$ cat src/rtl/booth_mult_seq.sv
// ============================================================================
// Module   : booth_mult_seq
// Brief    : Sequential radix-2 Booth multiplier (signed/unsigned) with
//            start/done handshake. Optional BOOTH_HALF_OUT_EN adds a
//            half_sel/half_out port pair for narrow result buses.
// Revision : 1.0
// ============================================================================
`default_nettype none

module booth_mult_seq #(
    parameter int WIDTH = 8
) (
    input  logic                 clk,
    input  logic                 rst_n,
    input  logic                 start,
    input  logic                 is_signed,
    input  logic [WIDTH-1:0]     x_in,
    input  logic [WIDTH-1:0]     y_in,
    output logic                 busy,
    output logic                 done,
`ifdef BOOTH_HALF_OUT_EN
    output logic [2*WIDTH-1:0]   product,
    input  logic                 half_sel,
    output logic [WIDTH-1:0]     half_out
`else
    output logic [2*WIDTH-1:0]   product
`endif
);

    localparam int M  = WIDTH + 1;
    localparam int CW = $clog2(M + 1);
    localparam logic [CW-1:0] COUNT_INIT = CW'(M);
    localparam logic [CW-1:0] COUNT_ONE  = CW'(1);

    typedef enum logic [1:0] {
        S_IDLE = 2'd0,
        S_CALC = 2'd1,
        S_DONE = 2'd2
    } state_t;

    state_t          state;
    state_t          next_state;
    logic [M-1:0]    a_reg;
    logic [M-1:0]    x_reg;
    logic [M-1:0]    y_reg;
    logic            e_reg;
    logic [CW-1:0]   count;

    logic            load;
    logic            iterate;
    logic            finish;
    logic [M-1:0]    x_ext;
    logic [M-1:0]    y_ext;
    logic [M-1:0]    sum;

    // One extra operand bit lets the same signed Booth recoding serve unsigned inputs.
    always_comb begin
        x_ext = {is_signed & x_in[WIDTH-1], x_in};
        y_ext = {is_signed & y_in[WIDTH-1], y_in};
    end

    always_comb begin
        sum = a_reg;
        case ({x_reg[0], e_reg})
            2'b10:   sum = a_reg - y_reg;
            2'b01:   sum = a_reg + y_reg;
            default: sum = a_reg;
        endcase
    end

    always_comb begin
        next_state = state;
        load       = 1'b0;
        iterate    = 1'b0;
        finish     = 1'b0;
        busy       = 1'b0;
        done       = 1'b0;
        case (state)
            S_IDLE: begin
                if (start) begin
                    load       = 1'b1;
                    next_state = S_CALC;
                end
            end
            S_CALC: begin
                busy = 1'b1;
                // Last CALC cycle (count exhausted) only latches the product.
                if (count != '0) begin
                    iterate = 1'b1;
                end else begin
                    finish     = 1'b1;
                    next_state = S_DONE;
                end
            end
            S_DONE: begin
                done = 1'b1;
                if (start) begin
                    load       = 1'b1;
                    next_state = S_CALC;
                end else begin
                    next_state = S_IDLE;
                end
            end
            default: next_state = S_IDLE;
        endcase
    end

    always_ff @(posedge clk or negedge rst_n) begin
        if (!rst_n) begin
            state   <= S_IDLE;
            a_reg   <= '0;
            x_reg   <= '0;
            y_reg   <= '0;
            e_reg   <= 1'b0;
            count   <= '0;
            product <= '0;
        end else begin
            state <= next_state;
            if (load) begin
                y_reg <= y_ext;
                x_reg <= x_ext;
                a_reg <= '0;
                e_reg <= 1'b0;
                count <= COUNT_INIT;
            end else if (iterate) begin
                a_reg <= {sum[M-1], sum[M-1:1]};
                x_reg <= {sum[0], x_reg[M-1:1]};
                e_reg <= x_reg[0];
                count <= count - COUNT_ONE;
            end
            if (finish) begin
                product <= {a_reg[WIDTH-2:0], x_reg};
            end
        end
    end

`ifdef BOOTH_HALF_OUT_EN
    always_comb begin
        half_out = half_sel ? product[2*WIDTH-1:WIDTH] : product[WIDTH-1:0];
    end
`endif

endmodule

`default_nettype wire

$ cat config.mk
export PLATFORM = sky130hd
export DESIGN_NAME = booth_mult_seq
export DESIGN_NICKNAME = d
export VERILOG_FILES = /design/src/rtl/booth_mult_seq.sv
export SDC_FILE = /design/constraint.sdc
export NUM_CORES = 1
export LEC_CHECK = 0
export ABC_CLOCK_PERIOD_IN_PS = 3300
export CAP_MARGIN = 20
export CORE_MARGIN = 8
export CORE_UTILIZATION = 53
export DETAILED_ROUTE_END_ITERATION = 8
export PLACE_DENSITY = 0.78
export SETUP_SLACK_MARGIN = 0.02
export SKIP_CTS_REPAIR_TIMING = 1
export SLEW_MARGIN = 20
export SYNTH_ARGS = -nofsm -noshare
export SYNTH_HDL_FRONTEND = slang
export SYNTH_SLANG_ARGS = --single-unit
$ cat constraint.sdc
create_clock -name clk -period 3.3 [get_ports clk]
set_input_delay 0.66 -clock clk [delete_from_list [all_inputs] [get_ports clk]]
set_output_delay 0.66 -clock clk [all_outputs]
set_load 0.05 [all_outputs]
==> impl_results.md, run 1 <==
* Final Hold Vio Count at 0
* Crit path arrival time at roughly 3 ns
* Post-DR wirelength/cell at 14.1 um
* Non-filler instance count after layout at 375
* Avg Cell Area, Syn at 8.82 um^2
* Final Cycle Share at 0.878
* First-pass GRT wire length at 9340 um
* P&R area growth vs syn at 19.3%
* GPL Wtd Cong at just over 0.8
* CTS Sinks at 49
* Root cell of the clock tree: clkbuf_8
* Synth Register Bits at a little under 50
* Post-Syn Area at 0.00253 mm^2
* Max incr delay on CP at roughly 0.66 ns
* Clock transition at path regs at about 0.090 ns
* Status: finished clean
* I/O Buffers at 37
* Routed WL at between 5000 and 6000 um
* Cell mode on critical path: a21oi_1
* Type of destination of the critical path: flip-flop
* WHS at 0.355 ns
* TNS Setup at 0 ns
* DIE HEIGHT at 85.1 um
* Ys flop type: dfrtp_1
* First-pass iteration count of the detailed router at 5
* Syn Nets at 319
* Cell Chain, Critical Path: or4_2, nor2_1, a21oi_1, xor2_1, ha_1, a21oi_1, nand2_1, o21ai_0, xnor2_1, o311ai_1, o41ai_1
* Vias in the first global route at 2030
* Skew-Pair Late Insertion Delay at around 0.3 ns
* Final Skew at just over 0.009 ns
* Largest register FFs at 16
* Grt total ovfl at 0
* Core box area at 0.00466 mm^2
* Min Tclk post-route at 2.90 ns
* RSZ-0062 raised after global routing: false
* DIE WIDTH at between 80 and 90 um
* Initial antenna violation count at 0
* Register area share after synthesis at 0.485
* Effective utilization at floorplan at 0.543
* DP HPWL at 3810 um
* GRT Util Overall at 0.157
* Via count at 2046
* Placed Instances at ~370
* Clock tree buffer depth at 2
* # rows at 25
* CTS tree: done
* Synthesis Warnings at 0
* I/O pin cnt at 38
* Nets at between 300 and 400
* Die Footprint at 0.00724 mm^2
* EDFF count, synth at 0
* Ant diodes at 0
* Max Clk Rate at 345 MHz
* DRC violations left at 0
* Vias per cell at 5.46
* Crit path max fanout at 4
* H-tree depth at 2
* Async SR Flop Fraction at 1.00
* Largest net degree at the start of global routing at 50
* Layout cell share with drive strength beyond 1 at 0.0561
* Final setup violation count at 0
* CP max-delay cell: or4_2
* Max_slew headroom at 0.338
* Crit start category: flip-flop
* Maxcap violations at 0
* Initial drt markers at 146
* CTS Buf Count at 5
* Synth cell types at 36
* Register-to-register setup slack at 0.40 ns
* Max-slew violation count at 0
* Hold Crit Class: input pin to asynchronous set/reset pin
* Setup Crit Path Kind: flip-flop to flip-flop
* Critical Path RT at about 3.5 ns
* Worst-Margin Slew at 0.993 ns
* Post-Synthesis Cells at ~290
* Routed Antenna Nets at 0
==> area by class of cell <==
cell class / count / area (um^2)
Multi-Input combinational cell: 216 / 1210
Tap cell: 54 / 67.6
Sequential cell: 49 / 1230
Inverter: 8 / 30.0
Timing Repair Buffer: 41 / 398
Clock inverter: 1 / 7.51
Fill cell: 399 / 1640
Clock buffer: 6 / 82.6
==> through the flow <==
stage | util | setup WS (ns) | cell area (um^2)
floorplan | - | 0.674 | 2530
global placement | 0.628 | 0.566 | 2930
detailed placement | 0.628 | 0.458 | 2930
CTS | 0.647 | 0.436 | 3020
global route | 0.648 | 0.245 | 3020
finish | 0.648 | 0.404 | 3020
==> worst max-delay path: cells and delay by family, from the launching register on <==
kind | cells | cell delay (ns)
XOR/XNOR | 2 | 0.27
AO/OA/AOI/OAI | 5 | 0.88
AND/OR/NAND/NOR | 3 | 0.88
flip-flops | 1 | 0.41
adder cells (fa/ha/maj) | 1 | 0.32
==> cell usage after synthesis, drive strengths merged (4+ instances only) <==
master / n / area, um^2
a21oi: 10 / 50.1
a22oi: 4 / 30.0
a31oi: 8 / 50.1
buf: 6 / 36.3
clkbuf: 8 / 30.0
dfrtp: 49 / 1230
ha: 11 / 138
inv: 8 / 30.0
nand2: 88 / 330
nand3: 10 / 50.1
nor2: 23 / 86.3
nor3: 5 / 25.0
o21ai: 15 / 75.1
xnor2: 6 / 60.1
xor2: 8 / 70.1
==> cell usage in the layout (no fill, tap or decap) <==
master and count:
xor2_1 8, and3_1 2, nand2b_1 3, o31a_1 1, a21oi_1 10, mux2i_1 3, and2b_1 1, a211oi_2 1
clkbuf_8 6, o21ai_0 15, a31oi_1 8, o21bai_1 1, or4_2 1, mux2_2 2, a22oi_1 4, o311ai_0 1
inv_1 8, ha_1 11, nor2b_1 3, o311ai_1 1, nor3b_2 1, dfrtp_1 49, xnor2_1 5, nand2_1 88
o31ai_1 1, nor2_1 23, fa_1 1, clkdlybuf4s50_1 36, a21o_1 1, clkinvlp_4 1, xnor2_2 1, o41ai_1 1
nor4_1 1, nor3_1 5, nand3_1 10, nor3b_1 2, buf_4 5
==> worst paths after layout <==
kind | from | end | cells after the start
worst max-delay path | y_reg[1]$_DFFE_PN0P_ | a_reg[7]$_DFFE_PN0P_ | 11
worst min-delay path | rst_n | product[7]$_DFFE_PN0P_ | 1
worst max register to register | y_reg[1]$_DFFE_PN0P_ | a_reg[7]$_DFFE_PN0P_ | 11
worst min register to register | product[13]$_DFFE_PN0P_ | product[13]$_DFFE_PN0P_ | 2
max in group asynchronous | rst_n | y_reg[2]$_DFFE_PN0P_ | 1
min in group clk | product[13]$_DFFE_PN0P_ | product[13]$_DFFE_PN0P_ | 2
==> per-layer routing <==
layer  share of wire  GRT usage  wire length (um)  up-vias
met1            0.46      0.196              2440      977
li1                -          -                 -     1021
met2            0.48      0.254              2510       42
met3           0.049     0.0444               258        6
met5               0          0                 0        -
met4           0.012     0.0550                63        0
==> cells by family after synthesis <==
| logic type | after synthesis | share of synthesized area |
|---|---|---|
| mux | 5 | 0.0208 |
| compound gates | 45 | 0.109 |
| xor+xnor | 14 | 0.0514 |
| simple gates | 140 | 0.234 |
| flops | 49 | 0.485 |
| fa+ha+maj | 12 | 0.0623 |
| buf+inv | 22 | 0.0381 |
Power of run 1 is left out: the tool's default activity adds up to more than one toggle a clock period on the data nets, which glitch-free logic cannot reach.
==> inputs of run 2 (changes only) <==
--- a/config.mk
+++ b/config.mk
@@ -9,7 +9,9 @@
 export CAP_MARGIN = 20
 export CORE_MARGIN = 8
 export CORE_UTILIZATION = 53
+export CTS_BUF_LIST = sky130_fd_sc_hd__clkbuf_16
 export DETAILED_ROUTE_END_ITERATION = 8
+export GPL_ROUTABILITY_DRIVEN = 0
 export PLACE_DENSITY = 0.78
 export SETUP_SLACK_MARGIN = 0.02
 export SKIP_CTS_REPAIR_TIMING = 1
==> run 2 against run 1 <==
Compared with the run above: register-to-register slack got worse by 0.05 ns; hold slack improved by 0.027 ns; core utilization increased by 0.99 points; final cell count unchanged; clock-buffer cell count decreased by 1.
==> impl_results.md, run 2 (synthesized netlist as in run 1, its figures left out) <==
* Status: finished clean (unchanged)
* DP HPWL at 3810 um (unchanged)
* Vias per cell at 5.38 (was 5.46)
* Max Clk Rate at 340 MHz (was 345 MHz)
* DRC violations left at 0 (unchanged)
* Final Skew at 0.00621 ns (was 0.00924 ns)
* Clock transition at path regs at 0.07 ns (was 0.09 ns)
* Grt met2 use at 0.275 (was 0.254)
* Nets at 353 (unchanged)
* Final setup violation count at 0 (unchanged)
* CTS Sinks at 49 (unchanged)
* DP Worst Slack at 0.458 ns (unchanged)
* Max_slew headroom at 0.328 (was 0.338)
* Critical Path RT at 3.44 ns (was 3.46 ns)
* Core Util, Final at 0.658 (was 0.648)
* Crit path arrival time at 3.08 ns (was 3.06 ns)
* TNS Setup at 0 ns (unchanged)
* Fill count at 388 (was 399)
* Hold Crit Class: input pin to asynchronous set/reset pin (unchanged)
* Initial drt markers at 120 (was 146)
* Commonest non-fill, non-tap cell in the layout: nand2_1 (unchanged)
* First-pass GRT wire length at 9660 um (was 9340 um)
* Min Tclk post-route at 2.94 ns (was 2.90 ns)
* Layout cell share with drive strength beyond 1 at 0.0530 (was 0.0561)
* Most frequent cells in the layout: 88 x nand2_1, 49 x dfrtp_1, 36 x clkdlybuf4s50_1, 23 x nor2_1, 15 x o21ai_0 (unchanged)
* I/O Buffers at 37 (unchanged)
* Effective utilization at floorplan at 0.543 (unchanged)
* # rows at 25 (unchanged)
* Final Hold Vio Count at 0 (unchanged)
* First-pass iteration count of the detailed router at 4 (was 5)
* Routed Antenna Nets at 0 (unchanged)
* Setup Crit Path Kind: flip-flop to flip-flop (unchanged)
* H-tree depth at 2 (unchanged)
* Ant diodes at 0 (unchanged)
* Worst-Margin Slew at 1.01 ns (was 0.993 ns)
* RSZ-0062 raised after global routing: false (unchanged)
* Via count at 2016 (was 2046)
* Largest net degree at the start of global routing at 50 (unchanged)
* Final setup margin at 0.357 ns (was 0.404 ns)
* Type of destination of the critical path: flip-flop (unchanged)
* Core box area at 0.00466 mm^2 (unchanged)
* Initial antenna violation count at 0 (unchanged)
* Met1 Resource Use GR at 0.198 (was 0.196)
* P&R area growth vs syn at 21.2% (was 19.3%)
* Die Footprint at 0.00724 mm^2 (unchanged)
* Largest register FFs at 16 (unchanged)
* Routed WL at 5490 um (was 5270 um)
* I/O pin cnt at 38 (unchanged)
* Vias in the first global route at 2082 (was 2030)
* DIE HEIGHT at 85.1 um (unchanged)
* Clock tree buffer depth at 2 (unchanged)
* M3 GR Usage at 0.0415 (was 0.0444)
* Post-DR wirelength/cell at 14.6 um (was 14.1 um)
* CTS Buf Count at 5 (unchanged)
* DIE WIDTH at 85.1 um (unchanged)
* Grt total ovfl at 0 (unchanged)
* Crit start category: flip-flop (unchanged)
* Global route hottest layer: met2 (unchanged)
* CTS tree: done (unchanged)
* Crit path max fanout at 4 (unchanged)
* GRT Util Overall at 0.163 (was 0.157)
* Skew-Pair Late Insertion Delay at 0.29 ns (was 0.30 ns)
* Final Cycle Share at 0.892 (was 0.878)
* Max-slew violation count at 0 (unchanged)
* Root cell of the clock tree: clkbuf_16 (was clkbuf_8)
* Maxcap violations at 0 (unchanged)
==> run 2: path summary, 6_finish.rpt <==
kind                                    startpoint                 endpoint  slack (ns)  depth (start not counted)
setup reg to reg              y_reg[1]$_DFFE_PN0P_     a_reg[7]$_DFFE_PN0P_        0.36                         11
hold / removal                               rst_n   product[7]$_DFFE_PN0P_        0.38                          1
hold reg to reg            product[13]$_DFFE_PN0P_  product[13]$_DFFE_PN0P_        0.47                          2
setup / recovery              y_reg[1]$_DFFE_PN0P_     a_reg[7]$_DFFE_PN0P_        0.36                         11
max in group asynchronous                    rst_n     y_reg[2]$_DFFE_PN0P_        2.50                          1
min in group clk           product[13]$_DFFE_PN0P_  product[13]$_DFFE_PN0P_        0.47                          2
==> run 2: routing by layer <==
| layer | up-vias | share of wire |
|---|---|---|
| li1 | 1021 | - |
| met1 | 942 | 0.45 |
| met2 | 48 | 0.49 |
| met3 | 5 | 0.045 |
| met4 | 0 | 0.013 |
| met5 | - | 0 |
==> run 2: worst max-delay path, cell delays in order, from the launching register on <==
cell and delay, ns:
dfrtp_1 0.41, or4_2 0.66, nor2_1 0.15, a21oi_1 0.10, xor2_1 0.16, ha_1 0.33
a21oi_1 0.22, nand2_1 0.08, o21ai_0 0.19, xnor2_1 0.12, o311ai_1 0.26, o41ai_1 0.13
==> run 2: through the flow <==
step	cell area, um^2	std cells	hold slack (ns)
4_1_cts	3060	375	0.477
2_1_floorplan	2530	287	0.364
3_5_place_dp	2930	368	0.462
5_1_grt	3070	375	0.427
6_report	3070	375	0.382
3_3_place_gp	2930	368	0.456
==> run 2: layout make-up <==
| cell class | count | area [um^2] | share of cell area |
|---|---|---|---|
| sequential | 49 | 1230 | 0.400 |
| multi-input combinational | 216 | 1210 | 0.394 |
| timing repair buffer | 41 | 398 | 0.130 |
| clock buffer | 5 | 125 | 0.0408 |
| tap | 54 | 67.6 | 0.0220 |
| inverter | 8 | 30.0 | 0.00980 |
| clock inverter | 2 | 11.3 | 0.00367 |
Power of run 2 is left out for the same reason.
==> inputs of run 3 (changes only) <==
--- a/config.mk
+++ b/config.mk
@@ -6,13 +6,15 @@
 export NUM_CORES = 1
 export LEC_CHECK = 0
 export ABC_CLOCK_PERIOD_IN_PS = 3300
-export CAP_MARGIN = 20
+export CAP_MARGIN = 40
+export CELL_PAD_IN_SITES_DETAIL_PLACEMENT = 1
+export CELL_PAD_IN_SITES_GLOBAL_PLACEMENT = 1
 export CORE_MARGIN = 8
-export CORE_UTILIZATION = 53
+export CORE_UTILIZATION = 41
 export CTS_BUF_LIST = sky130_fd_sc_hd__clkbuf_16
 export DETAILED_ROUTE_END_ITERATION = 8
 export GPL_ROUTABILITY_DRIVEN = 0
-export PLACE_DENSITY = 0.78
+export PLACE_DENSITY_LB_ADDON = 0.1
 export SETUP_SLACK_MARGIN = 0.02
 export SKIP_CTS_REPAIR_TIMING = 1
 export SLEW_MARGIN = 20
==> run 3 against run 2 <==
Compared with the run above: hold slack got worse by 0.11 ns; final cell count grew 6.7%; clock-buffer cell count did not move; die area increased by 23%; first-iteration DRC count shrank 57%; sequential share of layout area decreased by 0.97 points; clock skew decreased by 0.00059 ns; global-route usage shrank 1.6 points; non-clock buffer count increased by 3; critical path type unchanged; critical endpoint unchanged.
==> impl_results.md, run 3 (synthesized netlist as in run 1, its figures left out) <==
* GRT Util Overall at 0.148 (was 0.163)
* Final Hold Vio Count at 0 (unchanged)
* Max Clk Rate at 345 MHz (was 340 MHz)
* Final setup violation count at 0 (unchanged)
* Maxcap violations at 0 (unchanged)
* Max_slew headroom at 0.554 (was 0.328)
* Via count at 2075 (was 2016)
* Grt total ovfl at 0 (unchanged)
* Crit start category: flip-flop (unchanged)
* Multi-input gate area at 0.00121 mm^2 (unchanged)
* TNS Setup at 0 ns (unchanged)
* CTS tree: done (unchanged)
* Skew-Pair Late Insertion Delay at 0.28 ns (was 0.29 ns)
* # rows at 28 (was 25)
* First-pass iteration count of the detailed router at 4 (unchanged)
* DIE WIDTH at 94.6 um (was 85.1 um)
* Layout cell share with drive strength beyond 1 at 0.0646 (was 0.0530)
* Crit path max fanout at 4 (unchanged)
* Vias in the first global route at 2305 (was 2082)
* Cell mode on critical path: a21oi_1 (unchanged)
* Fill count at 717 (was 388)
* Nets at 356 (was 353)
* Routed WL at 6010 um (was 5490 um)
* Initial antenna violation count at 0 (unchanged)
* Final Skew at 0.00562 ns (was 0.00621 ns)
* Crit path arrival time at 3.04 ns (was 3.08 ns)
* Status: finished clean (unchanged)
* Hold Crit Class: input pin to asynchronous set/reset pin (unchanged)
* Min Tclk post-route at 2.90 ns (was 2.94 ns)
* Clock tree buffer depth at 2 (unchanged)
* Commonest non-fill, non-tap cell in the layout: nand2_1 (unchanged)
* Die Footprint at 0.00894 mm^2 (was 0.00724 mm^2)
* Most frequent cells in the layout: 88 x nand2_1, 49 x dfrtp_1, 36 x clkdlybuf4s50_1, 23 x nor2_1, 15 x o21ai_0 (unchanged)
* Effective utilization at floorplan at 0.425 (was 0.543)
* Register Area at 0.00123 mm^2 (unchanged)
* Setup Crit Path Kind: flip-flop to flip-flop (unchanged)
* Clock transition at path regs at 0.06 ns (was 0.07 ns)
* P&R area growth vs syn at 24.2% (was 21.2%)
* Max-slew violation count at 0 (unchanged)
* Initial drt markers at 51 (was 120)
* I/O Buffers at 37 (unchanged)
* I/O pin cnt at 38 (unchanged)
* Root cell of the clock tree: clkbuf_16 (unchanged)
* DRC violations left at 0 (unchanged)
* CTS Sinks at 49 (unchanged)
* Critical Path RT at 3.44 ns (about the same)
* DIE HEIGHT at 94.6 um (was 85.1 um)
* Cell Chain, Critical Path: or4_2, nor2_1, a21oi_1, xor2_1, ha_1, a21oi_1, nand2_1, o21ai_0, xnor2_1, o311ai_1, o41ai_1 (unchanged)
* CTS Buf Count at 5 (unchanged)
* Largest net degree at the start of global routing at 37 (was 50)
* RSZ-0062 raised after global routing: false (unchanged)
* Post-DR wirelength/cell at 15.0 um (was 14.6 um)
* Core box area at 0.00596 mm^2 (was 0.00466 mm^2)
* Ant diodes at 0 (unchanged)
* Type of destination of the critical path: flip-flop (unchanged)
* Largest register FFs at 16 (unchanged)
* First-pass GRT wire length at 10700 um (was 9660 um)
* H-tree depth at 2 (unchanged)
* CP Buf/Inv Count at 0 (unchanged)
* Worst-Margin Slew at 0.668 ns (was 1.01 ns)
* Vias per cell at 5.19 (was 5.38)
* DP HPWL at 4560 um (was 3810 um)
* Max incr delay on CP at 0.66 ns (about the same)
* Routed Antenna Nets at 0 (unchanged)
* CP max-delay cell: or4_2 (unchanged)
* Cell family with most CP delay: simple AND/OR/NAND/NOR gates (was compound AO/OA/AOI/OAI gates)
* Final Cycle Share at 0.878 (was 0.892)
[run 3: cell count changes in the layout (fill, tap and decap cells not counted), sizes merged]
cell	before	now
clkinvlp	1	0
clkinv	1	3
buf	5	8
[run 3: metal layers]
metal	part of all wire	track usage	vias up
li1	-	-	1028
met1	0.48	0.192	1008
met2	0.47	0.243	34
met3	0.042	0.0333	5
met4	0.0097	0.0351	0
met5	0	0	-
[run 3: area by class of cell]
| type | count | share of cell area |
|---|---|---|
| timing repair buffer | 44 | 0.141 |
| multi-input combinational | 216 | 0.384 |
| inverter | 8 | 0.00956 |
| tap | 75 | 0.0299 |
| clock buffer | 5 | 0.0398 |
| clock inverter | 3 | 0.00558 |
| sequential | 49 | 0.390 |
[run 3: worst paths after layout]
kind                                             start                      to  slack (ns)  depth (start not counted)
worst max-delay path              y_reg[1]$_DFFE_PN0P_    a_reg[7]$_DFFE_PN0P_        0.40                         11
worst min-delay path                             rst_n    x_reg[3]$_DFFE_PN0P_        0.27                          1
worst max register to register    y_reg[1]$_DFFE_PN0P_    a_reg[7]$_DFFE_PN0P_        0.40                         11
worst min register to register  product[5]$_DFFE_PN0P_  product[5]$_DFFE_PN0P_        0.47                          2
max in group asynchronous                        rst_n    a_reg[6]$_DFFE_PN0P_        2.52                          2
min in group clk                product[5]$_DFFE_PN0P_  product[5]$_DFFE_PN0P_        0.47                          2
[run 3: per-stage QoR]
step / utilization / cell area [um^2] / hold slack, ns / cells / setup WS [ns]
floorplan: - / 2530 / 0.364 / 287 / 0.674
global route: 0.528 / 3140 / 0.289 / 400 / 0.0962
detailed placement: 0.499 / 2970 / 0.461 / 391 / 0.471
global placement: 0.497 / 2960 / 0.457 / 390 / 0.544
CTS: 0.523 / 3110 / 0.479 / 399 / 0.366
finish: 0.528 / 3140 / 0.269 / 400 / 0.403
Power of run 3 is left out for the same reason.
